--- config.mk ---
export PLATFORM = sky130hd
export DESIGN_NAME = snake_body_ctrl_flat
export DESIGN_NICKNAME = d
export VERILOG_FILES = /design/src/rtl/snake_body_ctrl_if.sv /design/src/rtl/snake_body_ctrl.sv /design/src/flat_wrapper.sv
export SDC_FILE = /design/constraint.sdc
export NUM_CORES = 1
export LEC_CHECK = 0
export BUFFER_PORTS_ARGS = -buffer_cell sky130_fd_sc_hd__buf_2
export CELL_PAD_IN_SITES_DETAIL_PLACEMENT = 1
export CELL_PAD_IN_SITES_GLOBAL_PLACEMENT = 1
export CORE_MARGIN = 10
export CORE_UTILIZATION = 45
export CTS_BUF_LIST = sky130_fd_sc_hd__clkbuf_4
export CTS_CLUSTER_SIZE = 12
export DETAILED_ROUTE_END_ITERATION = 8
export PLACE_DENSITY = 0.84
export RECOVER_POWER = 100
export SETUP_SLACK_MARGIN = 0.15
export SLEW_MARGIN = 40
export SYNTH_ARGS = -nofsm -noshare
export SYNTH_HDL_FRONTEND = slang
export SYNTH_SLANG_ARGS = --single-unit
--- constraint.sdc ---
create_clock -name Clk_50mhz -period 9.9 [get_ports Clk_50mhz]
set_clock_uncertainty 0.15 [all_clocks]
set_input_delay 0.495 -clock Clk_50mhz [delete_from_list [all_inputs] [get_ports Clk_50mhz]]
set_output_delay 0.495 -clock Clk_50mhz [all_outputs]
set_load 0.02 [all_outputs]
--- src/rtl/snake_body_ctrl_if.sv ---
// Renderer-side occupancy query bus for the snake body controller.
// The renderer presents a cell and reads the registered hit/head flags one cycle later.
interface snake_body_ctrl_if;
  logic [5:0] Query_x;
  logic [4:0] Query_y;
  logic       Query_hit;
  logic       Query_head;

  modport master (output Query_x, Query_y, input Query_hit, Query_head);
  modport slave  (input Query_x, Query_y, output Query_hit, Query_head);
endinterface

--- src/rtl/snake_body_ctrl.sv ---
// Snake body controller: direction latch, timed movement, growth, wall/self collision
// detection and a registered per-cell occupancy query for the renderer.
module snake_body_ctrl #(
  parameter int MOVE_TICKS = 12_500_000,
  parameter int MAX_LEN    = 16,
  parameter int X_MAX      = 39,
  parameter int Y_MAX      = 29
) (
  input  logic             Clk_50mhz,
  input  logic             Rst,
  input  logic             Start,
  input  logic [3:0]       Key_dir,
  input  logic             Body_add_sig,
  output logic [5:0]       Head_x,
  output logic [5:0]       Head_y,
  output logic [4:0]       Body_len,
  output logic             Move_pulse,
  output logic             Game_over,
  snake_body_ctrl_if.slave qry
);
  localparam int TW = (MOVE_TICKS > 1) ? $clog2(MOVE_TICKS) : 1;

  typedef enum logic [1:0] {S_IDLE, S_RUN, S_OVER} state_t;
  typedef enum logic [1:0] {D_UP, D_DOWN, D_LEFT, D_RIGHT} dir_t;

  state_t        state;
  dir_t          dir;
  dir_t          next_dir;
  dir_t          key_d;
  logic          key_vld;
  logic          key_ok;
  logic [TW-1:0] tick;
  logic          grow_pend;
  logic          add_prev;
  logic [5:0]    seg_x [MAX_LEN];
  logic [4:0]    seg_y [MAX_LEN];
  logic [5:0]    nx;
  logic [4:0]    ny;
  logic [4:0]    self_lim;
  logic          self_hit;
  logic          wall_hit;
  logic          grow_now;
  logic          move_now;
  logic          add_edge;
  logic          restart;
  logic          q_hit;

  // Up/down and left/right differ only in the low bit of the encoding.
  function automatic dir_t reverse_dir(input dir_t d);
    return dir_t'(d ^ 2'b01);
  endfunction

  always_comb begin
    key_vld = 1'b0;
    key_d   = D_RIGHT;
    case (Key_dir)
      4'b1000: begin key_vld = 1'b1; key_d = D_UP;    end
      4'b0100: begin key_vld = 1'b1; key_d = D_DOWN;  end
      4'b0010: begin key_vld = 1'b1; key_d = D_LEFT;  end
      4'b0001: begin key_vld = 1'b1; key_d = D_RIGHT; end
      default: ;
    endcase
    key_ok = key_vld && (key_d != reverse_dir(dir));
  end

  always_comb begin
    nx = seg_x[0];
    ny = seg_y[0];
    case (next_dir)
      D_UP:    ny = seg_y[0] - 5'd1;
      D_DOWN:  ny = seg_y[0] + 5'd1;
      D_LEFT:  nx = seg_x[0] - 6'd1;
      default: nx = seg_x[0] + 6'd1;
    endcase
  end

  assign wall_hit = (nx == 6'd0) || (nx == 6'(X_MAX)) || (ny == 5'd0) || (ny == 5'(Y_MAX));
  assign grow_now = grow_pend && (Body_len < 5'(MAX_LEN));
  assign move_now = (state == S_RUN) && (tick == TW'(MOVE_TICKS - 1));
  assign add_edge = Body_add_sig && !add_prev;
  assign restart  = (state == S_OVER) && Start;

  // Without growth the tail cell is vacated by this step, so it is excluded.
  always_comb begin
    self_lim = grow_now ? (Body_len - 5'd1) : (Body_len - 5'd2);
    self_hit = 1'b0;
    q_hit    = 1'b0;
    for (int i = 0; i < MAX_LEN; i++) begin
      if ((5'(i) <= self_lim) && (seg_x[i] == nx) && (seg_y[i] == ny))
        self_hit = 1'b1;
      if ((5'(i) < Body_len) && (seg_x[i] == qry.Query_x) && (seg_y[i] == qry.Query_y))
        q_hit = 1'b1;
    end
  end

  always_ff @(posedge Clk_50mhz) begin
    if (Rst || restart) begin
      state          <= Rst ? S_IDLE : S_RUN;
      dir            <= D_RIGHT;
      next_dir       <= D_RIGHT;
      Body_len       <= 5'd3;
      tick           <= '0;
      grow_pend      <= 1'b0;
      add_prev       <= 1'b0;
      Move_pulse     <= 1'b0;
      Game_over      <= 1'b0;
      qry.Query_hit  <= 1'b0;
      qry.Query_head <= 1'b0;
      for (int i = 0; i < MAX_LEN; i++) begin
        seg_x[i] <= '0;
        seg_y[i] <= '0;
      end
      seg_x[0] <= 6'd20; seg_y[0] <= 5'd15;
      seg_x[1] <= 6'd19; seg_y[1] <= 5'd15;
      seg_x[2] <= 6'd18; seg_y[2] <= 5'd15;
    end else begin
      Move_pulse     <= 1'b0;
      add_prev       <= Body_add_sig;
      qry.Query_hit  <= q_hit;
      qry.Query_head <= (seg_x[0] == qry.Query_x) && (seg_y[0] == qry.Query_y);
      case (state)
        S_IDLE: begin
          tick <= '0;
          if (Start) state <= S_RUN;
        end
        S_RUN: begin
          if (key_ok) next_dir <= key_d;
          if (move_now) begin
            tick       <= '0;
            Move_pulse <= 1'b1;
            if (wall_hit || self_hit) begin
              state     <= S_OVER;
              Game_over <= 1'b1;
            end else begin
              dir <= next_dir;
              for (int i = MAX_LEN - 1; i > 0; i--) begin
                seg_x[i] <= seg_x[i-1];
                seg_y[i] <= seg_y[i-1];
              end
              seg_x[0] <= nx;
              seg_y[0] <= ny;
              if (grow_now) Body_len <= Body_len + 5'd1;
              // A fresh request arriving on the consuming step stays pending.
              grow_pend <= add_edge;
            end
          end else begin
            tick <= tick + 1'b1;
            if (add_edge) grow_pend <= 1'b1;
          end
        end
        S_OVER: tick <= tick;
        default: state <= S_IDLE;
      endcase
    end
  end

  assign Head_x = seg_x[0];
  assign Head_y = {1'b0, seg_y[0]};
endmodule
--- src/flat_wrapper.sv ---
// flat-port wrapper written by rule: the top's interface ports become plain ports
module snake_body_ctrl_flat 
#(
  parameter int MOVE_TICKS = 12_500_000,
  parameter int MAX_LEN    = 16,
  parameter int X_MAX      = 39,
  parameter int Y_MAX      = 29
)
  (Clk_50mhz, Rst, Start, Key_dir, Body_add_sig, Head_x, Head_y, Body_len, Move_pulse, Game_over, qry_Query_x, qry_Query_y, qry_Query_hit, qry_Query_head);
  snake_body_ctrl_if qry_i ();
  input  logic Clk_50mhz;
  input  logic Rst;
  input  logic Start;
  input  logic [3:0] Key_dir;
  input  logic Body_add_sig;
  output logic [5:0] Head_x;
  output logic [5:0] Head_y;
  output logic [4:0] Body_len;
  output logic Move_pulse;
  output logic Game_over;
  input wire logic [$bits(qry_i.Query_x)-1:0] qry_Query_x;
  input wire logic [$bits(qry_i.Query_y)-1:0] qry_Query_y;
  output wire logic [$bits(qry_i.Query_hit)-1:0] qry_Query_hit;
  output wire logic [$bits(qry_i.Query_head)-1:0] qry_Query_head;
  assign qry_i.Query_x = qry_Query_x;
  assign qry_i.Query_y = qry_Query_y;
  assign qry_Query_hit = qry_i.Query_hit;
  assign qry_Query_head = qry_i.Query_head;
  snake_body_ctrl #(.MOVE_TICKS(MOVE_TICKS), .MAX_LEN(MAX_LEN), .X_MAX(X_MAX), .Y_MAX(Y_MAX)) u_core (.Clk_50mhz(Clk_50mhz), .Rst(Rst), .Start(Start), .Key_dir(Key_dir), .Body_add_sig(Body_add_sig), .Head_x(Head_x), .Head_y(Head_y), .Body_len(Body_len), .Move_pulse(Move_pulse), .Game_over(Game_over), .qry(qry_i));
endmodule
Word-level counts from Yosys, hierarchy flattened
Memories as Yosys holds them, arrays and structs flattened.
Index checks and enable logic that the tools add are counted.
{"block": "word_totals", "reg_bits": 41, "ramBits": 176, "in_bits": 19, "wordCells": 361, "n_memories": 2}
{"name": "u_core.seg_x", "depth": 16, "width": 6, "rd": 16, "rd_ports_with_merged_regs": 0, "wr": 16, "line_no": "snake_body_ctrl.sv:35", "text": "logic [5:0] seg_x [MAX_LEN];"}
{"name": "u_core.seg_y", "depth": 16, "width": 5, "rd": 16, "rd_ports_with_merged_regs": 0, "wr": 16, "line_no": "snake_body_ctrl.sv:36", "text": "logic [4:0] seg_y [MAX_LEN];"}
{"block": "op_classes", "add_sub_neg": 8, "n_lt_le_gt_ge": 33, "n_eq_ne": 81, "mux": 94, "bitwise": 41, "n_reduce_logical": 91}
{"op": "$eq A6 B6 Y1", "n": 32}
{"op": "$eq A5 B5 Y1", "n": 32}
{"op": "$mux W6", "n": 19}
{"op": "$mux W5", "n": 20}
{"op": "$logic_and A1 B1 Y1", "n": 70}
{"op": "$pmux W24 S2", "n": 1}
{"op": "$mux W1", "n": 45}
{"op": "$le A4 B5 Y1 const A", "n": 8}
{"op": "$lt A4 B5 Y1 const A", "n": 8}
{"op": "$or A1 B1 Y1", "n": 38}
{"op": "$add A24 B1 Y24 const B", "n": 1}
{"op": "$eq A24 B24 Y1 const B", "n": 1}
{"op": "$mux W24", "n": 1}
{"op": "$le A3 B5 Y1 const A", "n": 4}
{"op": "$lt A3 B5 Y1 const A", "n": 4}
{"op": "$pmux W2 S3", "n": 2}
{"op": "$pmux W6 S2", "n": 1}
{"op": "$add A5 B1 Y5 const B", "n": 2}
{"op": "$le A1 B5 Y1 const A", "n": 2}
{"op": "$le A2 B5 Y1 const A", "n": 2}
{"op": "$lt A1 B5 Y1 const A", "n": 2}
{"op": "$lt A2 B5 Y1 const A", "n": 2}
{"op": "$pmux W5 S2", "n": 1}
{"op": "$sub A5 B1 Y5 const B", "n": 2}
{"op": "29 further kinds", "n": 48}

Depth between registers and ports, before layout
Gate-level depths: netlist (run 1).
{"block": "logic_depth", "depth_word": 29, "mapped_depth": 19, "mapped_depth_nobuf": 13}

Least setup slack after synthesis (run 1)
Ideal clock, no wire load.
{"block": "synth_path", "path_kind": "register -> register", "startpoint": "memory u_core.seg_y[0][0]", "endpoint": "memory u_core.seg_x[0][0], enable pin", "arrival_ns": 7.150, "t_required_ns": 8.326, "slack_ns": 1.177, "stages_incl_launch_ff": 15, "path_buffers": 4, "period_less_slack_ns": 8.723, "path_cell_list": "edfxtp_1 -> buf_2 -> buf_1 -> inv_1 -> fa_1 -> mux2_2 -> xnor2_1 -> or4_1 -> or4_1 -> o32a_1 -> nand4_1 -> or4_1 -> clkbuf_1 -> clkbuf_1 -> nand2_1"}
{"element": "start, declared", "line_no": "snake_body_ctrl.sv:36"}
{"element": "end, declared", "line_no": "snake_body_ctrl.sv:35"}

==> impl_metrics.yaml, run 1 <==
yosys:
  synthArstFlopShare_pct: 0
  ys_types: 83
  ys_warn_count: 0
  ys.flop_type: "edfxtp_1"
  syn-num-nets: 1584
  syn-cell-area_um2: 15000
  syn_inst: 1550
  synth_edf_count: 178
  ys_ff_latch: 217
  avgSynthCellArea_um2: 9.70
  ys_seq_area_share_pct: 40.7
worst_setup_path:
  cp_data_arrival_time_ps: 8040
  timing.rr.end: "u_core.seg_x[3][0]"
  critical-path-top-delay-family: "simple AND/OR/NAND/NOR gates"
  r2r_slack_ps: 2090
  critPathMaxStageDelay_ps: 1420
  crit_fanout: 107
  crit_chain: "clkbuf_1 > xnor2_1 > ha_1 > or4_1 > o22ai_1 > xnor2_1 > and2_0 > o2111ai_1 > nor3_1 > a311o_1 > or4_1 > nand2_8 > buf_12"
  cp-end-kind: "flip-flop"
  worst_r2r_path_depth: 13
  cp.depth: 13
  worst_setup_path_start_kind: "flip-flop"
  worst-path-buf-inv: 2
  cp-startpoint: "u_core.seg_x[0][1]"
  crit_type: "reg2reg"
  crit_required_ps: 10130
  timing.rr.start: "u_core.seg_x[0][1]"
  slowest_stage: "clkbuf_1"
outcome:
  outcome: "finished with violations"
  violations: "capacitance limit, slew limit"
cells_and_area:
  layout-drive-gt1-share_pct: 9.75
  area_delta_synth_final_pct: 7.77
  fin_nets: 1582
  instances_no_fill: 2034
  utilization_pct: 49.4
  design_area_um2: 16200
clock_tree:
  cts.sinks: 217
  numCtsBuffers: 61
  h-tree-depth: 2
  cts_root_buffer: "clkbuf_4"
  clk_latency_ps: 800
  clockBufferDepth: 3
  tritoncts: "done"
  clkTransAtPathRegs_ps: 70
sta:
  fin_crit_sh_pct: 78.8
  worstMarginPinSlew_ps: 3780
  slew_violations: 349
  finalSetupViolations: 0
  final_hold_viol_count: 0
  timing.hold.ws_ps: 123
  final.setup.tns_ps: 0
  fin_ws_ps: 2090
  max_freq_mhz: 128
  rsz0062_at_grt: "false"
  finalCriticalPeriod_ps: 7810
  slew_headroom_pct: -152
placed_design:
  place_congestion: 1.04
  dp_slack_ps: 3660
  dp.cells: 1921
  portBuffers: 38
  placed_area_um2: 15500
  dp_hpwl_um: 38700
global_routing:
  grt_usage_pct: 26.7
  grt_pass1_wl_um: 84400
  grt_pass1_vias: 13397
  grt_max_degree: 111
  antenna_found_initial: 2
  grt-ovfl-total: 0
job:
  cap_violations: 8
routing:
  drt-vias-per-instance: 6.35
  ant_nets: 0
  top_layer: "met4"
  routedWlPerCell_um: 27.5
  drtIter0Drc: 1168
  wl_met1_um: 22500
  drt_first_pass_iters: 5
  wl_met2_um: 26100
  route.met3.wl_um: 4410
  wl_um: 55900
  vias: 12912
  drc_errors: 0
min_path:
  min_path_cells: 5
  min_from: "Key_dir[1]"
  hp-class: "in2reg"
  holdPathEnd: "u_core.next_dir[0]"
floorplan:
  rows: 66
  start_util_pct: 45.9
  die_area_um2: 41100
  dieWidth_um: 203
  dieHeight_um: 203
  fp.coreArea_um2: 32800
  ios: 40
power:
  vdd_ir_drop_max_mv: 0.0986
  powerDensity_nw_per_um2: 156
  p_total_mw: 2.52
  leakagePower_nw: 6.22
==> registers in the layout, summed over array words and instances, names as in the netlist <==
| name | cells |
|---|---|
| u_core.Move_pulse | 1 |
| u_core.tick | 24 |
| u_core.dir | 2 |
| u_core.Body_len | 5 |
| u_core.qry.Query_hit | 1 |
| u_core.next_dir | 2 |
| u_core.qry.Query_head | 1 |
| u_core.Game_over | 1 |
| u_core.add_prev | 1 |
| u_core.seg_y | 80 |
| u_core.seg_x | 96 |
| u_core.state | 2 |
| u_core.grow_pend | 1 |
==> placed cells by master (no fill, tap or decap), types with 6 or more instances in the layout <==
master         synthesis  routed
nand3b_1               6       6
nor2b_1                8       8
a211oi_1               9       8
nand2_1               68      65
edfxtp_1             178     178
xor2_1               165     165
inv_1                 27      27
buf_4                  2       9
clkbuf_1              99      23
or2_2                  6       6
or4_1                 11      11
a21oi_1               45      45
o211ai_1               7       7
xnor2_1              198     197
dfxtp_1               39      38
a31oi_1               19      19
nand3_1               33      33
clkinv_1               1      16
o21a_1                 7       7
ha_1                  14      14
or3_1                  8       8
nand2b_1              11      11
o21ai_0               53      53
nor3b_1                7       7
a32oi_1                6       6
o2111ai_1              6       6
dlygate4sd3_1          0       6
nand4_1               47      47
mux2i_1               10      10
and3_1               162     162
nor4_1                42      43
nor3_1                60      60
buf_2                 21      27
nor2_1                64      64
clkbuf_4               0      87
==> per-layer routing <==
layer	up-vias	track usage, %
met5	-	0
met4	0	13.5
met3	164	5.37
met2	609	43.2
met1	6491	33.4
li1	5648	-
==> area by class of cell <==
type / count / area [um^2]
fill: 3732 / 16600
multi-input combinational: 1172 / 8290
sequential: 217 / 6130
clock buffer: 87 / 653
tap: 442 / 553
timing repair buffer: 68 / 395
inverter: 28 / 105
clock inverter: 18 / 71.3
antenna: 2 / 5.00
==> power breakdown <==
part	switching [mW]	leakage (nW)	total (mW)	internal, mW
combinational	0.357	3.62	0.560	0.202
sequential	0.0954	2.16	1.15	1.06
clock	0.411	0.436	0.811	0.400
==> cell usage after synthesis, drive strengths merged, types with 4 or more instances <==
cell type	count	share of area, %
xnor2	199	12
edfxtp	178	36
xor2	165	9.6
and3	162	6.7
clkbuf	99	2.5
nand2	68	1.7
nor2	65	1.6
nor3	60	2.0
o21ai	55	1.8
nand4	47	2.0
a21oi	45	1.5
nor4	43	1.8
dfxtp	39	5.2
buf	34	1.1
nand3	33	1.1
inv	27	0.67
a31oi	19	0.79
ha	14	1.2
mux2i	11	0.76
nand2b	11	0.46
or4	11	0.55
a211oi	9	0.45
nor2b	8	0.33
or3	8	0.33
nor3b	7	0.35
o211ai	7	0.35
o21a	7	0.35
a2111oi	6	0.35
a32oi	6	0.35
nand3b	6	0.30
o2111ai	6	0.35
o31ai	6	0.39
or2	6	0.25
a2bb2oi	5	0.29
and2	5	0.21
xnor3	5	0.75
a21o	4	0.20
and4	4	0.23
mux2	4	0.30
==> worst reg2reg max path: stages (launching register included) <==
cell	delay, ps
edfxtp_1	320
clkbuf_1	1420
xnor2_1	200
ha_1	400
or4_1	650
o22ai_1	810
xnor2_1	600
and2_0	390
o2111ai_1	180
nor3_1	140
a311o_1	340
or4_1	650
nand2_8	490
buf_12	540
==> worst max-delay path by stage <==
| stage | slack [ps] | end |
|---|---|---|
| detailed placement | 3660 | u_core.seg_x[3][1] |
| floorplan | 1180 | u_core.seg_x[0][0] |
| global placement | 3590 | u_core.seg_x[1][1] |
| CTS | 3620 | u_core.seg_x[4][0] |
| global route | 1830 | u_core.seg_y[0][0] |
| finish | 2090 | u_core.seg_x[3][0] |
==> logic make-up after synthesis <==
kind of cell               share of synthesized area (%)
AOI/OAI and AO/OA                                   9.76
xor gates and xnor gates                            22.2
adders and majority gates                           1.30
buffers and inverters                               4.29
DFF                                                 40.7
muxes                                               1.06
other                                             0.0249
and+or+nand+nor                                     20.6
==> what timing repair did <==
| item | CTS | global route |
|---|---|---|
| endpoints found under the hold margin | 8 | 0 |
| gates resized for setup | 0 | 0 |
| hold buffers | 6 | 0 |
| setup buffers | 0 | 0 |
Power figures use the tool's default switching activity.
==> run 2, diff against run 1 <==
Clock period 9.9 ns to 8 ns, I/O delays scaled along.
==> run 2 against run 1 <==
The flow still finishes with violations (capacitance limit, slew limit). Final area is 1.5% higher. Largest power group unchanged. Power is 31% higher. Sequential cell count stayed put. Die area stayed put. Cell count is 0.64% higher. Combinational power is 25% higher. Count of clock-buffer cells in the layout is 10 higher. Critical endpoint is now u_core.seg_y[4][3]. Highest routed layer unchanged. Worst setup slack worse by 530 ps. Non-clock buffer count is 5 higher. Utilization is 0.75 points higher.
==> impl_metrics.yaml, run 2 (same netlist as run 1, synthesis figures left out) <==
power:
  clockPowerShare_pct: 35.6
  vdd_ir_drop_max_mv: 0.144
  power_frac_seq_pct: 43.2
  comb_power_share_pct: 21.1
  p_total_mw: 3.31
  intPower_mw: 2.21
  sw_frac_of_total_pct: 33.2
  powerDensity_nw_per_um2: 201
  leakagePower_nw: 6.34
  p_switching_mw: 1.10
sta:
  final.setup.tns_ps: 0
  max_freq_mhz: 155
  worstMarginPinSlew_ps: 3880
  rsz0062_at_grt: "false"
  finalCriticalPeriod_ps: 6430
  finalSetupViolations: 0
  slew_headroom_pct: -158
  slew_violations: 303
  final_hold_viol_count: 0
  fin_crit_sh_pct: 80.4
floorplan:
  ios: 40
  dieHeight_um: 203
  start_util_pct: 45.9
  dieWidth_um: 203
  rows: 66
  fp.coreArea_um2: 32800
  die_area_um2: 41100
global_routing:
  grt-ovfl-total: 0
  grt_usage_pct: 26.8
  grt_max_degree: 107
  grt_pass1_wl_um: 84200
  grt_pass1_vias: 13399
  antenna_found_initial: 1
job:
  cap_violations: 5
cells_and_area:
  final_common_cell: "xnor2_1"
  area_delta_synth_final_pct: 9.40
  fill_cells: 3700
  largest_reg_flops: 96
  reg.largest.list: "u_core.seg_x x96, u_core.seg_y x80, u_core.tick x24"
  layout-drive-gt1-share_pct: 11.0
  fin_nets: 1592
  utilization_pct: 50.2
  largest_register: "u_core.seg_x"
  layout_common_cells: "xnor2_1, edfxtp_1, xor2_1"
placed_design:
  dp_hpwl_um: 39400
  portBuffers: 38
  place_congestion: 1.03
clock_tree:
  cts_root_buffer: "clkbuf_4"
  tritoncts: "done"
  cts.sinks: 217
  h-tree-depth: 3
  post-cts-setup-buffers: 0
  clkTransAtPathRegs_ps: 60
  cts_resized: 0
  numCtsBuffers: 66
  clk_latency_ps: 760
  clockBufferDepth: 3
worst_setup_path:
  crit_chain: "buf_4 > nand2b_1 > inv_1 > fa_1 > mux2_2 > xnor2_1 > or4_1 > or4_1 > o32a_1 > nand4_1 > nor4_4 > clkbuf_2 > and3_1"
  crit_required_ps: 8330
  crit_fanout: 100
  worst-path-buf-inv: 3
  critPathMaxStageDelay_ps: 1000
  slowest_stage: "clkbuf_2"
  cp-end-kind: "flip-flop"
  critPathMostFrequentCell: "or4_1"
  crit_type: "reg2reg"
  critical-path-top-delay-family: "simple AND/OR/NAND/NOR gates"
  worst_setup_path_start_kind: "flip-flop"
  cp_data_arrival_time_ps: 6770
outcome:
  violations: "capacitance limit, slew limit"
  outcome: "finished with violations"
routing:
  drt_first_pass_iters: 5
  ant_nets: 0
  drt-vias-per-instance: 6.37
  drc_errors: 0
  drtIter0Drc: 1370
  vias: 13037
  routedWlPerCell_um: 27.6
  wl_um: 56500
min_path:
  hp-class: "in2reg"
[run 2: cell count changes in the layout (fill, tap and decap cells not counted), sizes merged]
| cell | delta |
|---|---|
| clkinv | -6 |
| bufinv | +3 |
| clkinvlp | +1 |
| buf | +4 |
| clkbuf | +11 |
[run 2: path summary, 6_finish.rpt]
| kind | startpoint | cells after the start | slack [ps] | to |
|---|---|---|---|---|
| setup / recovery | u_core.next_dir[0] | 13 | 1570 | u_core.seg_y[4][3] |
| hold / removal | Key_dir[2] | 5 | 140 | u_core.next_dir[1] |
| setup reg to reg | u_core.next_dir[0] | 13 | 1570 | u_core.seg_y[4][3] |
| hold reg to reg | u_core.Game_over | 2 | 330 | u_core.Game_over |
[run 2: what timing repair did]
item | in CTS | in global routing
hold buffers | 6 | 0
endpoints found under the setup margin | 0 | 0
hold endpoints to repair | 8 | 0
[run 2: layout make-up]
class                      instances  area [um^2]  share of cell area [%]
antenna                            2         5.00                  0.0304
clock buffer                      97          728                    4.43
clock inverter                    16          144                   0.875
inverter                          28          105                   0.639
multi-input combinational       1172         8340                    50.7
sequential                       217         6130                    37.2
tap                              442          553                    3.36
timing repair buffer              73          444                    2.70
[run 2: power by group through the flow]
| stage | sequential (mW) | clock (mW) | combinational [mW] |
|---|---|---|---|
| after floorplan | 1.41 | 0 | 0.483 |
| after detailed placement | 1.45 | 0 | 0.676 |
| after global placement | 1.45 | 0 | 0.643 |
| after CTS | 1.43 | 1.19 | 0.684 |
| final | 1.43 | 1.18 | 0.699 |
| after global routing | 1.44 | 1.26 | 0.745 |
[run 2: per-layer routing]
layer  routed length (um)  track usage, %
met3                 5020            5.84
met5                    0               0
met4                 3080            14.6
met2                26200            43.0
met1                22200            33.1
[run 2: per-stage QoR]
stage	worst slack [ps]	cell area, um^2	hold slack [ps]	std cells
3_3_place_gp	1890	15500	320	1924
2_1_floorplan	1050	15000	304	1550
5_1_grt	1250	16400	183	2046
6_report	1570	16400	136	2047
4_1_cts	1710	16500	107	2044
3_5_place_dp	1710	15500	327	1925
[run 2: worst register-to-register path, delay by kind of cell, from the launching register on]
kind,cells,cell delay (ps)
AND/OR/NAND/NOR,6,2260
buffers and inverters,3,1460
adder cells (fa/ha/maj),1,650
flip-flops,1,570
multiplexers,1,530
AO/OA/AOI/OAI,1,400
XOR/XNOR,1,180
